[src/rtl/otter_mem_pkg.sv]
// Shared definitions for the OTTER data-port initiator: access sizes,
// IO boundary and the load/store unit state encoding.
package otter_mem_pkg;

    typedef enum logic [1:0] {
        SZ_BYTE = 2'd0,
        SZ_HALF = 2'd1,
        SZ_WORD = 2'd2
    } mem_size_t;

    localparam logic [31:0] IO_BASE = 32'h0001_0000;

    typedef enum logic [3:0] {
        IDLE,
        ERR,
        LD,
        LD_LO,
        LD_HI,
        LD_WAIT,
        ST,
        ST_BYTE,
        RESP
    } lsu_state_t;

    // Number of bytes touched by an access of the given size.
    function automatic logic [2:0] size_bytes(input logic [1:0] size);
        case (size)
            SZ_BYTE: return 3'd1;
            SZ_HALF: return 3'd2;
            default: return 3'd4;
        endcase
    endfunction

endpackage

[src/rtl/otter_lsu_align.sv]
// Extracts a byte/half/word from a 64-bit {hi, lo} window at a byte offset
// and zero- or sign-extends it to 32 bits.
module otter_lsu_align
    import otter_mem_pkg::*;
(
    input  logic [31:0] hi,
    input  logic [31:0] lo,
    input  logic [1:0]  off,
    input  logic [1:0]  size,
    input  logic        sign,
    output logic [31:0] data
);

    logic [31:0] win;

    // Shift the window down to the requested byte, then size and extend.
    always_comb begin
        win  = 32'({hi, lo} >> {off, 3'b000});
        data = win;
        case (size)
            SZ_BYTE: data = sign ? {24'd0, win[7:0]}  : {{24{win[7]}}, win[7:0]};
            SZ_HALF: data = sign ? {16'd0, win[15:0]} : {{16{win[15]}}, win[15:0]};
            default: data = win;
        endcase
    end

endmodule

[src/rtl/otter_lsu.sv]
// Load/store unit driving the OTTER memory data port. Misaligned loads are
// split into two aligned word reads, misaligned stores into byte writes;
// misaligned accesses that reach into IO space are rejected.
//
// state   | meaning
// --------+-----------------------------------------------------------
// IDLE    | ready for a request
// ERR     | one-cycle error response, no memory activity
// LD      | aligned read issued (RDEN2 high)
// LD_LO   | split load: read of the lower aligned word
// LD_HI   | split load: read of the upper word, lower word captured
// LD_WAIT | read data captured into the response register
// ST      | aligned write issued (WE2 high)
// ST_BYTE | split store: one byte write per cycle
// RESP    | one-cycle completion pulse
module otter_lsu
    import otter_mem_pkg::*;
(
    input  logic        CLK,
    input  logic        RST,
    input  logic        REQ_VALID,
    output logic        REQ_READY,
    input  logic        REQ_WE,
    input  logic [31:0] REQ_ADDR,
    input  logic [1:0]  REQ_SIZE,
    input  logic        REQ_SIGN,
    input  logic [31:0] REQ_WDATA,
    output logic        RSP_VALID,
    output logic [31:0] RSP_RDATA,
    output logic        RSP_ERR,
    output logic        MEM_RDEN2,
    output logic        MEM_WE2,
    output logic [31:0] MEM_ADDR2,
    output logic [31:0] MEM_DIN2,
    output logic [1:0]  MEM_SIZE,
    output logic        MEM_SIGN,
    input  logic [31:0] MEM_DOUT2
);

    lsu_state_t  state_q, state_d;
    logic        accept;

    logic [31:0] addr_q, wdata_q;
    logic [1:0]  size_q;
    logic        sign_q, split_q;
    logic [1:0]  cnt_q, cnt_d;
    logic [31:0] lo_q;

    logic [31:0] cur_addr, cur_wdata;
    logic [1:0]  cur_size;
    logic        cur_sign;
    logic        misaligned, req_err;
    logic [32:0] last_byte;
    logic [1:0]  last_idx;
    logic [31:0] word_base, split_data;

    logic        rden_d, we_d, sign_d, rsp_valid_d, rsp_err_d;
    logic [31:0] addr_d, din_d, rdata_d;
    logic [1:0]  size_d;

    assign REQ_READY = (state_q == IDLE);
    assign accept    = REQ_VALID && REQ_READY;

    // Outputs for the first access cycle are registered at the accept edge,
    // so the live request is used then and the latched copy afterwards.
    assign cur_addr  = accept ? REQ_ADDR  : addr_q;
    assign cur_wdata = accept ? REQ_WDATA : wdata_q;
    assign cur_size  = accept ? REQ_SIZE  : size_q;
    assign cur_sign  = accept ? REQ_SIGN  : sign_q;

    assign misaligned = ((cur_size == SZ_HALF) && cur_addr[0]) ||
                        ((cur_size == SZ_WORD) && (cur_addr[1:0] != 2'b00));
    // Highest byte touched, one bit wider so a wrap past 4 GiB still counts as IO.
    assign last_byte  = {1'b0, cur_addr} + {30'd0, size_bytes(cur_size)} - 33'd1;
    assign req_err    = (cur_size == 2'd3) ||
                        (misaligned && (last_byte >= {1'b0, IO_BASE}));

    assign last_idx  = (size_q == SZ_WORD) ? 2'd3 : 2'd1;
    assign word_base = {cur_addr[31:2], 2'b00};

    otter_lsu_align u_align (
        .hi   (MEM_DOUT2),
        .lo   (lo_q),
        .off  (addr_q[1:0]),
        .size (size_q),
        .sign (sign_q),
        .data (split_data)
    );

    // Next state and next values of the registered outputs.
    always_comb begin
        state_d     = state_q;
        cnt_d       = cnt_q;
        rden_d      = 1'b0;
        we_d        = 1'b0;
        rsp_valid_d = 1'b0;
        rsp_err_d   = 1'b0;
        rdata_d     = 32'd0;
        addr_d      = MEM_ADDR2;
        din_d       = MEM_DIN2;
        size_d      = MEM_SIZE;
        sign_d      = MEM_SIGN;

        case (state_q)
            IDLE: begin
                cnt_d = 2'd0;
                if (REQ_VALID) begin
                    if (req_err)
                        state_d = ERR;
                    else if (REQ_WE)
                        state_d = misaligned ? ST_BYTE : ST;
                    else
                        state_d = misaligned ? LD_LO : LD;
                end
            end
            ERR:     state_d = IDLE;
            LD:      state_d = LD_WAIT;
            LD_LO:   state_d = LD_HI;
            LD_HI:   state_d = LD_WAIT;
            LD_WAIT: state_d = RESP;
            ST:      state_d = RESP;
            ST_BYTE: begin
                if (cnt_q == last_idx)
                    state_d = RESP;
                else
                    cnt_d = cnt_q + 2'd1;
            end
            RESP:    state_d = IDLE;
            default: state_d = IDLE;
        endcase

        case (state_d)
            LD: begin
                rden_d = 1'b1;
                addr_d = cur_addr;
                size_d = cur_size;
                sign_d = cur_sign;
            end
            LD_LO: begin
                rden_d = 1'b1;
                addr_d = word_base;
                size_d = SZ_WORD;
                sign_d = cur_sign;
            end
            LD_HI: begin
                rden_d = 1'b1;
                addr_d = word_base + 32'd4;
                size_d = SZ_WORD;
            end
            ST: begin
                we_d   = 1'b1;
                addr_d = cur_addr;
                size_d = cur_size;
                sign_d = cur_sign;
                din_d  = cur_wdata;
            end
            ST_BYTE: begin
                we_d   = 1'b1;
                addr_d = cur_addr + {30'd0, cnt_d};
                size_d = SZ_BYTE;
                din_d  = {24'd0, cur_wdata[{cnt_d, 3'b000} +: 8]};
            end
            ERR: begin
                rsp_valid_d = 1'b1;
                rsp_err_d   = 1'b1;
            end
            RESP: begin
                rsp_valid_d = 1'b1;
                if (state_q == LD_WAIT)
                    rdata_d = split_q ? split_data : MEM_DOUT2;
            end
            default: ;
        endcase
    end

    // State, byte counter and registered outputs.
    always_ff @(posedge CLK) begin
        if (RST) begin
            state_q   <= IDLE;
            cnt_q     <= 2'd0;
            MEM_RDEN2 <= 1'b0;
            MEM_WE2   <= 1'b0;
            MEM_ADDR2 <= 32'd0;
            MEM_DIN2  <= 32'd0;
            MEM_SIZE  <= 2'd0;
            MEM_SIGN  <= 1'b0;
            RSP_VALID <= 1'b0;
            RSP_ERR   <= 1'b0;
            RSP_RDATA <= 32'd0;
        end else begin
            state_q   <= state_d;
            cnt_q     <= cnt_d;
            MEM_RDEN2 <= rden_d;
            MEM_WE2   <= we_d;
            MEM_ADDR2 <= addr_d;
            MEM_DIN2  <= din_d;
            MEM_SIZE  <= size_d;
            MEM_SIGN  <= sign_d;
            RSP_VALID <= rsp_valid_d;
            RSP_ERR   <= rsp_err_d;
            RSP_RDATA <= rdata_d;
        end
    end

    // Request latch at accept and capture of the lower word of a split load.
    always_ff @(posedge CLK) begin
        if (RST) begin
            addr_q  <= 32'd0;
            wdata_q <= 32'd0;
            size_q  <= 2'd0;
            sign_q  <= 1'b0;
            split_q <= 1'b0;
            lo_q    <= 32'd0;
        end else begin
            if (accept) begin
                addr_q  <= REQ_ADDR;
                wdata_q <= REQ_WDATA;
                size_q  <= REQ_SIZE;
                sign_q  <= REQ_SIGN;
                split_q <= misaligned;
            end
            if (state_q == LD_HI)
                lo_q <= MEM_DOUT2;
        end
    end

endmodule

[config.mk]
export PLATFORM = sky130hd
export DESIGN_NAME = otter_lsu
export DESIGN_NICKNAME = d
export VERILOG_FILES = /design/src/rtl/otter_mem_pkg.sv /design/src/rtl/otter_lsu_align.sv /design/src/rtl/otter_lsu.sv
export SDC_FILE = /design/constraint.sdc
export NUM_CORES = 1
export LEC_CHECK = 0
export ABC_AREA = 1
export BUFFER_PORTS_ARGS = -buffer_cell sky130_fd_sc_hd__buf_2
export CAP_MARGIN = 20
export CORE_ASPECT_RATIO = 0.6
export CORE_UTILIZATION = 57
export DETAILED_ROUTE_END_ITERATION = 12
export PLACE_DENSITY_LB_ADDON = 0.25
export SYNTH_ARGS = -nofsm -noshare
export SYNTH_HDL_FRONTEND = slang
export SYNTH_SLANG_ARGS = --single-unit
[constraint.sdc]
create_clock -name CLK -period 4.8 [get_ports CLK]
set_input_delay 0.24 -clock CLK [delete_from_list [all_inputs] [get_ports CLK]]
set_output_delay 0.24 -clock CLK [all_outputs]
set_load 0.02 [all_outputs]
# After elaboration in Yosys (flattened, before gate mapping)
# Index checks and enable logic that the tools add are counted.
dict set report word_totals {
  ff_bits 209
  in_bits 103
  output_inout_bits 104
  elab_cells 94
}
dict set report classes {
  addsub 5
  n_lt_le_gt_ge 1
  eq_ne 19
  shift 2
  n_mux 26
  n_bitwise 2
  reduce_logical 22
}
# cell n
set op_table {}
lappend op_table {{2-to-1 mux 32 bit} 5}
lappend op_table {{one-hot mux 32 bit (2 select lines)} 2}
lappend op_table {{one-hot mux 32 bit (4 select lines)} 1}
lappend op_table {{right shift 64 x 5 -> 32 bit} 1}
lappend op_table {{adder 32 x 3 -> 33 bit} 1}
lappend op_table {{greater-or-equal comparator 33 x 17 -> 1 bit, second input constant} 1}
lappend op_table {{subtractor 33 x 1 -> 33 bit, second input constant} 1}
lappend op_table {{adder 32 x 2 -> 32 bit} 1}
lappend op_table {{adder 32 x 3 -> 32 bit, second input constant} 1}
lappend op_table {{variable part select 32 x 6 -> 8 bit} 1}
lappend op_table {{equality test 4 x 3 -> 1 bit, second input constant} 7}
lappend op_table {{one-hot mux 4 bit (5 select lines)} 1}
lappend op_table {{equality test 4 x 2 -> 1 bit, second input constant} 4}
lappend op_table {{OR reduction 2 bit} 6}
lappend op_table {{OR reduction 3 bit} 3}
lappend op_table {{2-to-1 mux 4 bit} 2}
lappend op_table {{2-to-1 mux 1 bit} 7}
lappend op_table {{equality test 2 bit, second input constant} 3}
lappend op_table {{2-to-1 mux 2 bit} 3}
lappend op_table {{2-to-1 mux 3 bit} 2}
lappend op_table {{one-hot mux 2 bit (3 select lines)} 1}
lappend op_table {{one-hot mux 3 bit (2 select lines)} 1}
lappend op_table {{equality test 2 x 1 -> 1 bit, second input constant} 2}
lappend op_table {{equality test 4 x 1 -> 1 bit, second input constant} 1}
lappend op_table {{12 further kinds} 19}

# Longest topological paths before layout
dict set report depth {
  depth_word 16
  depth_mapped 38
  mapped_depth_nobuf 37
}

# By module
# From an unflattened synthesis, not the netlist that was laid out.
dict set report unflattened {
  cells_unflattened 2083
  hier_area_um2 13396.6
}
# mod n_inst cells_each area_each_um2 seq_area_each_um2
set by_module_without_submodules {}
lappend by_module_without_submodules {otter_lsu 1 1843 12259.3 4184.0}
lappend by_module_without_submodules {otter_lsu_align 1 240 1137.3 0.0}

# Least setup slack after synthesis
# Ideal clock, no wire load.
dict set report synth_path {
  path_type {reg2reg}
  from {register state_q[1]}
  to {register MEM_ADDR2[29]}
  arrival_ns 4.122
  required_ns 4.683
  setup_slack_ns 0.561
  stages_incl_launch_ff 35
  period_less_slack_ns 4.239
  path_cell_list {dfxtp_1 nor2_2 nand2_2 nor2_8 inv_2 buf_2 or2_1 o21ai_2 nand2_1 ha_1 inv_1 ha_1 inv_1 fa_1 inv_1 nand3_1 nand3_1 nand3_1 nand3_1 nand2_1 nand3_1 nand2_1 nor2_1 nand2_1 nor2_1 nand3_1 nand2_1 nand3_2 nand2_2 nand3_4 a21oi_4 buf_4 nor2_1 nor2_1 nor2_1}
}
dict set report synth_via {
  elab_chain_len 16
  word_cells_on_any_way 44
  cone_classes {4 x add/sub; 1 x order compare; 14 x eq/ne; 12 x mux; 13 x reduce/logical}
}
# item line
set synth_lines {}
lappend synth_lines {{from (decl)} otter_lsu.sv:40} ;# lsu_state_t state_q, state_d;
lappend synth_lines {{from (signal assigned)} otter_lsu.sv:191} ;# state_q <= state_d;
lappend synth_lines {{zero test 4 bit} {otter_lsu.sv:61, otter_lsu.sv:104}}
lappend synth_lines {{logical AND 1 bit} otter_lsu.sv:62} ;# assign accept = REQ_VALID && REQ_READY;
lappend synth_lines {{2-to-1 mux 2 bit} --}
lappend synth_lines {{equality test 2 x 1 -> 1 bit / zero test 2 bit (equally long branches)} {otter_mem_pkg.sv:27, otter_lsu.sv:71}}
lappend synth_lines {{one-hot mux 3 bit (2 select lines)} otter_mem_pkg.sv:27} ;# case (size)
lappend synth_lines {{adder 32 x 3 -> 33 bit} otter_lsu.sv:74} ;# assign last_byte = {1'b0, cur_addr} + {30'd0, size_bytes(cur_size)} - 33'd1;
lappend synth_lines {{subtractor 33 x 1 -> 33 bit} otter_lsu.sv:74}
lappend synth_lines {{greater-or-equal comparator 33 x 17 -> 1 bit} otter_lsu.sv:76} ;# (misaligned && (last_byte >= {1'b0, IO_BASE}));
lappend synth_lines {{logical AND 1 bit} otter_lsu.sv:76}
lappend synth_lines {{logical OR 1 bit} otter_lsu.sv:75} ;# assign req_err = (cur_size == 2'd3) ||
lappend synth_lines {{2-to-1 mux 3 bit} otter_lsu.sv:108} ;# if (req_err)
lappend synth_lines {{2-to-1 mux 4 bit} otter_lsu.sv:107} ;# if (REQ_VALID) begin
lappend synth_lines {{one-hot mux 4 bit (5 select lines)} otter_lsu.sv:104} ;# case (state_q)
lappend synth_lines {{equality test 4 x 3 -> 1 bit / equality test 4 x 2 -> 1 bit (equally long branches)} otter_lsu.sv:132} ;# case (state_d)
lappend synth_lines {{OR reduction 2 bit (no source line)} --}
lappend synth_lines {{one-hot mux 32 bit (4 select lines) / nonzero test 4 bit (equally long branches)} --}
lappend synth_lines {{to (signal assigned)} otter_lsu.sv:195} ;# MEM_ADDR2 <= addr_d;
lappend synth_lines {{to (decl)} otter_lsu.sv:33} ;# output logic [31:0] MEM_ADDR2,
# Several ways; a longest one is shown, not always the timed one.
# A chain may end at the register's enable or synchronous reset.

# Worst setup path in the final report
dict set report layout_path {
  from {register state_q[2]}
  to {register MEM_ADDR2[15]}
}
# Same word-level chain as after synthesis.

==> key figures <==
Status
  – Outcome: completed

Placed design
  – Detail Placement HPWL: roughly 35 mm
  – Place WS: 0.0914 ns
  – I/O Buffers: 206
  – Area post-placement: 15000 µm²
  – GP Congestion: 1.07

Detailed routing
  – Via count: around 15000
  – Initial DRC Count: 1660
  – DR pass1 iterations: 6
  – Vias per inst: 5.64
  – DRC violations left: 0
  – DR WL/cell: 18.4 µm
  – Final ANT Viol Nets: 0
  – Overall routed net length: 48.9 mm

STA
  – Setup WS post-layout: around 0.11 ns
  – Slew headroom: 0.400
  – Slew Limit Fails: 0
  – Post-route clock period utilization: 0.976
  – Fin. Hold Viols: 0
  – Max Clk Rate: about 0.21 GHz
  – Worst Max-Slew Pin Slew: 0.899 ns
  – Setup tns final: 0 ns
  – Fin Clk Skew: approximately 0.015 ns
  – Min cycle time layout: ~4.7 ns
  – Setup violation total in the final timing report: 0

Cells and area
  – Finished Cell Area: around 16000 µm²
  – # fillers: 1948
  – Nets@finish: 2508
  – Register Area: about 4200 µm²
  – Total inserted antenna cells: 0
  – Area delta synth->final: 22.6%
  – Area occupied by multi-input gates: approximately 8000 µm²
  – Share of cells above drive strength 1: 0.198

Setup path
  – FF-to-FF End: MEM_ADDR2[15]
  – Reg2reg setup slack: 0.11 ns
  – Reg2Reg Launch Point: state_q[2]
  – CP max FO: 13
  – Largest stage delay, worst path: 0.34 ns
  – Setup CP Type: reg -> reg
  – Critical path's slowest cell: dfxtp_1
  – Startpoint types: register
  – Worst path required time: 5.20 ns
  – CP most frequent cell: nand2_1
  – Worst setup EP type: register
  – Reg2reg path depth: 33
  – Crit path DAT: 5.09 ns

Clock tree
  – Clock Path Buffers: 3
  – Root buffer cell: clkbuf_16
  – Clk slew on worst S/H paths: 0.07 ns
  – H-tree levels: 1
  – TritonCTS sink count: between 200 and 250
  – Clock Latency Late Sink: ~0.52 ns
  – TritonCTS clock tree: done
  – TritonCTS Buffers: 21

Logic synthesis
  – Library cells used by synthesis: between 40 and 50
  – Synthesized instance count: 2089
  – Synth Area per Inst: around 6.4 µm²
  – Seq/Total Area, Yosys: 0.313
  – Post-synth EDFFs: 0
  – Yosys warning total: 0
  – Post-synthesis cell area: 13300 µm²
  – Ys flop type: dfxtp_1
  – #FFs+latches synth: 209
  – Syn Nets: 2257
  – Async set-reset flop share out of synthesis: 0

Floorplanning
  – Vert. Die Dim: 121 µm
  – Chip Width: 200 µm
  – Core area: ~22000 µm²
  – Die footprint: 24100 µm²
  – Initial core utilization: 0.593
  – Total I/O pin count: around 210
  – Cell row count: 42

Global route
  – Initial antenna violation count: 2
  – Vias in the first global route: 13000
  – First-pass GRT wire length: 70.9 mm
  – Gr ovfl total: 0
  – Largest net degree at the start of global routing: slightly below 80
  – Gr usage total: 0.381

Hold path
  – Min-Delay Path Depth: 3
  – Hold endpoint: lo_q[26]
  – Hold Path Origin: MEM_DOUT2[26]
  – Hold crit path type: in -> reg

Run
  – MaxCap Viol Count: 0

Power
  – Pwr dens: 748 nW/µm²
  – Peak VDD IR: 0.419 mV
  – Lkg Pwr: 8.36 nW
## logic make-up after synthesis
| logic type | synth area share |
|---|---|
| AOI/OAI and AO/OA | 0.142 |
| xor gates and xnor gates | 0.0177 |
| adders and majority gates | 0.0621 |
| buffers and inverters | 0.108 |
| DFF | 0.313 |
| muxes | 0.0330 |
| and+or+nand+nor | 0.324 |
## metal layers
metal	global-route usage	share of wire	up-vias	routed length (µm)
li1	-	-	7144	-
met1	0.558	0.44	6839	21500
met2	0.523	0.39	929	18900
met3	0.130	0.14	83	7090
met4	0.0897	0.025	8	1230
met5	0.0458	0.0035	-	169
## cells in the mapped netlist, types with 2 or more instances
cell | instances | area share
nand3_1 | 116 | 0.043
o211ai_1 | 16 | 0.0090
or2_1 | 2 | 0.00094
mux2i_1 | 44 | 0.033
o22ai_1 | 9 | 0.0042
nor2_1 | 325 | 0.091
nand4_1 | 16 | 0.0075
nand2_1 | 536 | 0.15
xnor2_1 | 5 | 0.0033
nor3_1 | 15 | 0.0056
and2_1 | 3 | 0.0014
clkbuf_1 | 59 | 0.017
o221a_2 | 7 | 0.0059
dfxtp_1 | 209 | 0.31
or2_2 | 27 | 0.013
o21bai_1 | 2 | 0.0011
nand3_2 | 2 | 0.0015
a21oi_1 | 84 | 0.031
a32o_1 | 31 | 0.023
fa_1 | 2 | 0.0030
o21ai_0 | 119 | 0.045
nand2_2 | 5 | 0.0023
inv_1 | 276 | 0.078
o21ai_1 | 27 | 0.010
inv_2 | 8 | 0.0022
o21ai_2 | 5 | 0.0033
xor2_1 | 22 | 0.014
a221oi_1 | 7 | 0.0046
buf_1 | 10 | 0.0028
ha_1 | 63 | 0.059
buf_2 | 16 | 0.0060
buf_4 | 2 | 0.0011
clkinv_1 | 5 | 0.0014
## worst max-delay path: cells and delay by family (launching register included)
| kind | cells | cell delay (ns) |
|---|---|---|
| AO/OA/AOI/OAI | 2 | 0.34 |
| AND/OR/NAND/NOR | 24 | 2.69 |
| adder cells (fa/ha/maj) | 1 | 0.32 |
| flip-flops | 1 | 0.34 |
| buffers and inverters | 6 | 0.86 |
## placed cells by master (no fill, tap or decap), drive strengths merged, types with 31 or more instances in the layout
cell and instances:
nand3 119, o21ai 151, ha 63, dfxtp 209, nor2 327, nand2 542
mux2i 44, a21oi 85, buf 303, a32o 31, clkbuf 34, inv 286
## report_power, final
group          switching, mW  internal [mW]  total (mW)
combinational           5.34           2.93        8.27
sequential             0.220           2.16        2.38
clock                  0.700          0.891        1.59
## layout make-up
| type | instances | area share |
|---|---|---|
| inverters | 290 | 0.0670 |
| clock inverters | 6 | 0.00375 |
| flip-flops and latches | 209 | 0.256 |
| well taps | 308 | 0.0236 |
| repair buffers | 315 | 0.126 |
| multi-input cells | 1503 | 0.488 |
| clock buffers | 29 | 0.0352 |
## stage by stage
step | util | total power [mW] | hold slack (ns) | cells
after floorplan | - | 7.28 | 0.373 | 2089
after global placement | 0.667 | 9.32 | 0.454 | 2581
after detailed placement | 0.667 | 9.42 | 0.461 | 2581
after CTS | 0.698 | 11.0 | 0.00250 | 2623
after global routing | 0.727 | 13.1 | 0.0190 | 2660
final | 0.727 | 12.2 | 0.0103 | 2660
## worst max-delay path by stage
stage / start / to / slack (ns) / cells after the start
floorplan: state_q[1] / MEM_ADDR2[29] / 0.56 / 34
global placement: state_q[3] / MEM_ADDR2[31] / 0.25 / 33
detailed placement: state_q[3] / MEM_ADDR2[31] / 0.09 / 33
CTS: state_q[1] / MEM_DIN2[7] / 0.04 / 35
global route: state_q[2] / MEM_DIN2[7] / -0.12 / 35
finish: state_q[2] / MEM_ADDR2[15] / 0.11 / 33
## timing repair
item / CTS / global route
buffers inserted: 0 / 30
gates cloned: 0 / 7
endpoints found under the setup margin: 1 / 70
pin swaps: 0 / 12
gates resized for setup: 1 / 79
hold buffers: 7 / 0
hold endpoints to repair: 7 / 0
## sequential cells by signal (all words and copies together) (netlist names), 2 cells and up
register	cells
lo_q	32
cnt_q	2
state_q	4
MEM_DIN2	32
RSP_RDATA	32
MEM_ADDR2	32
MEM_SIZE	2
wdata_q	32
size_q	2
addr_q	32
No activity file was read; power rests on OpenSTA's default activity.
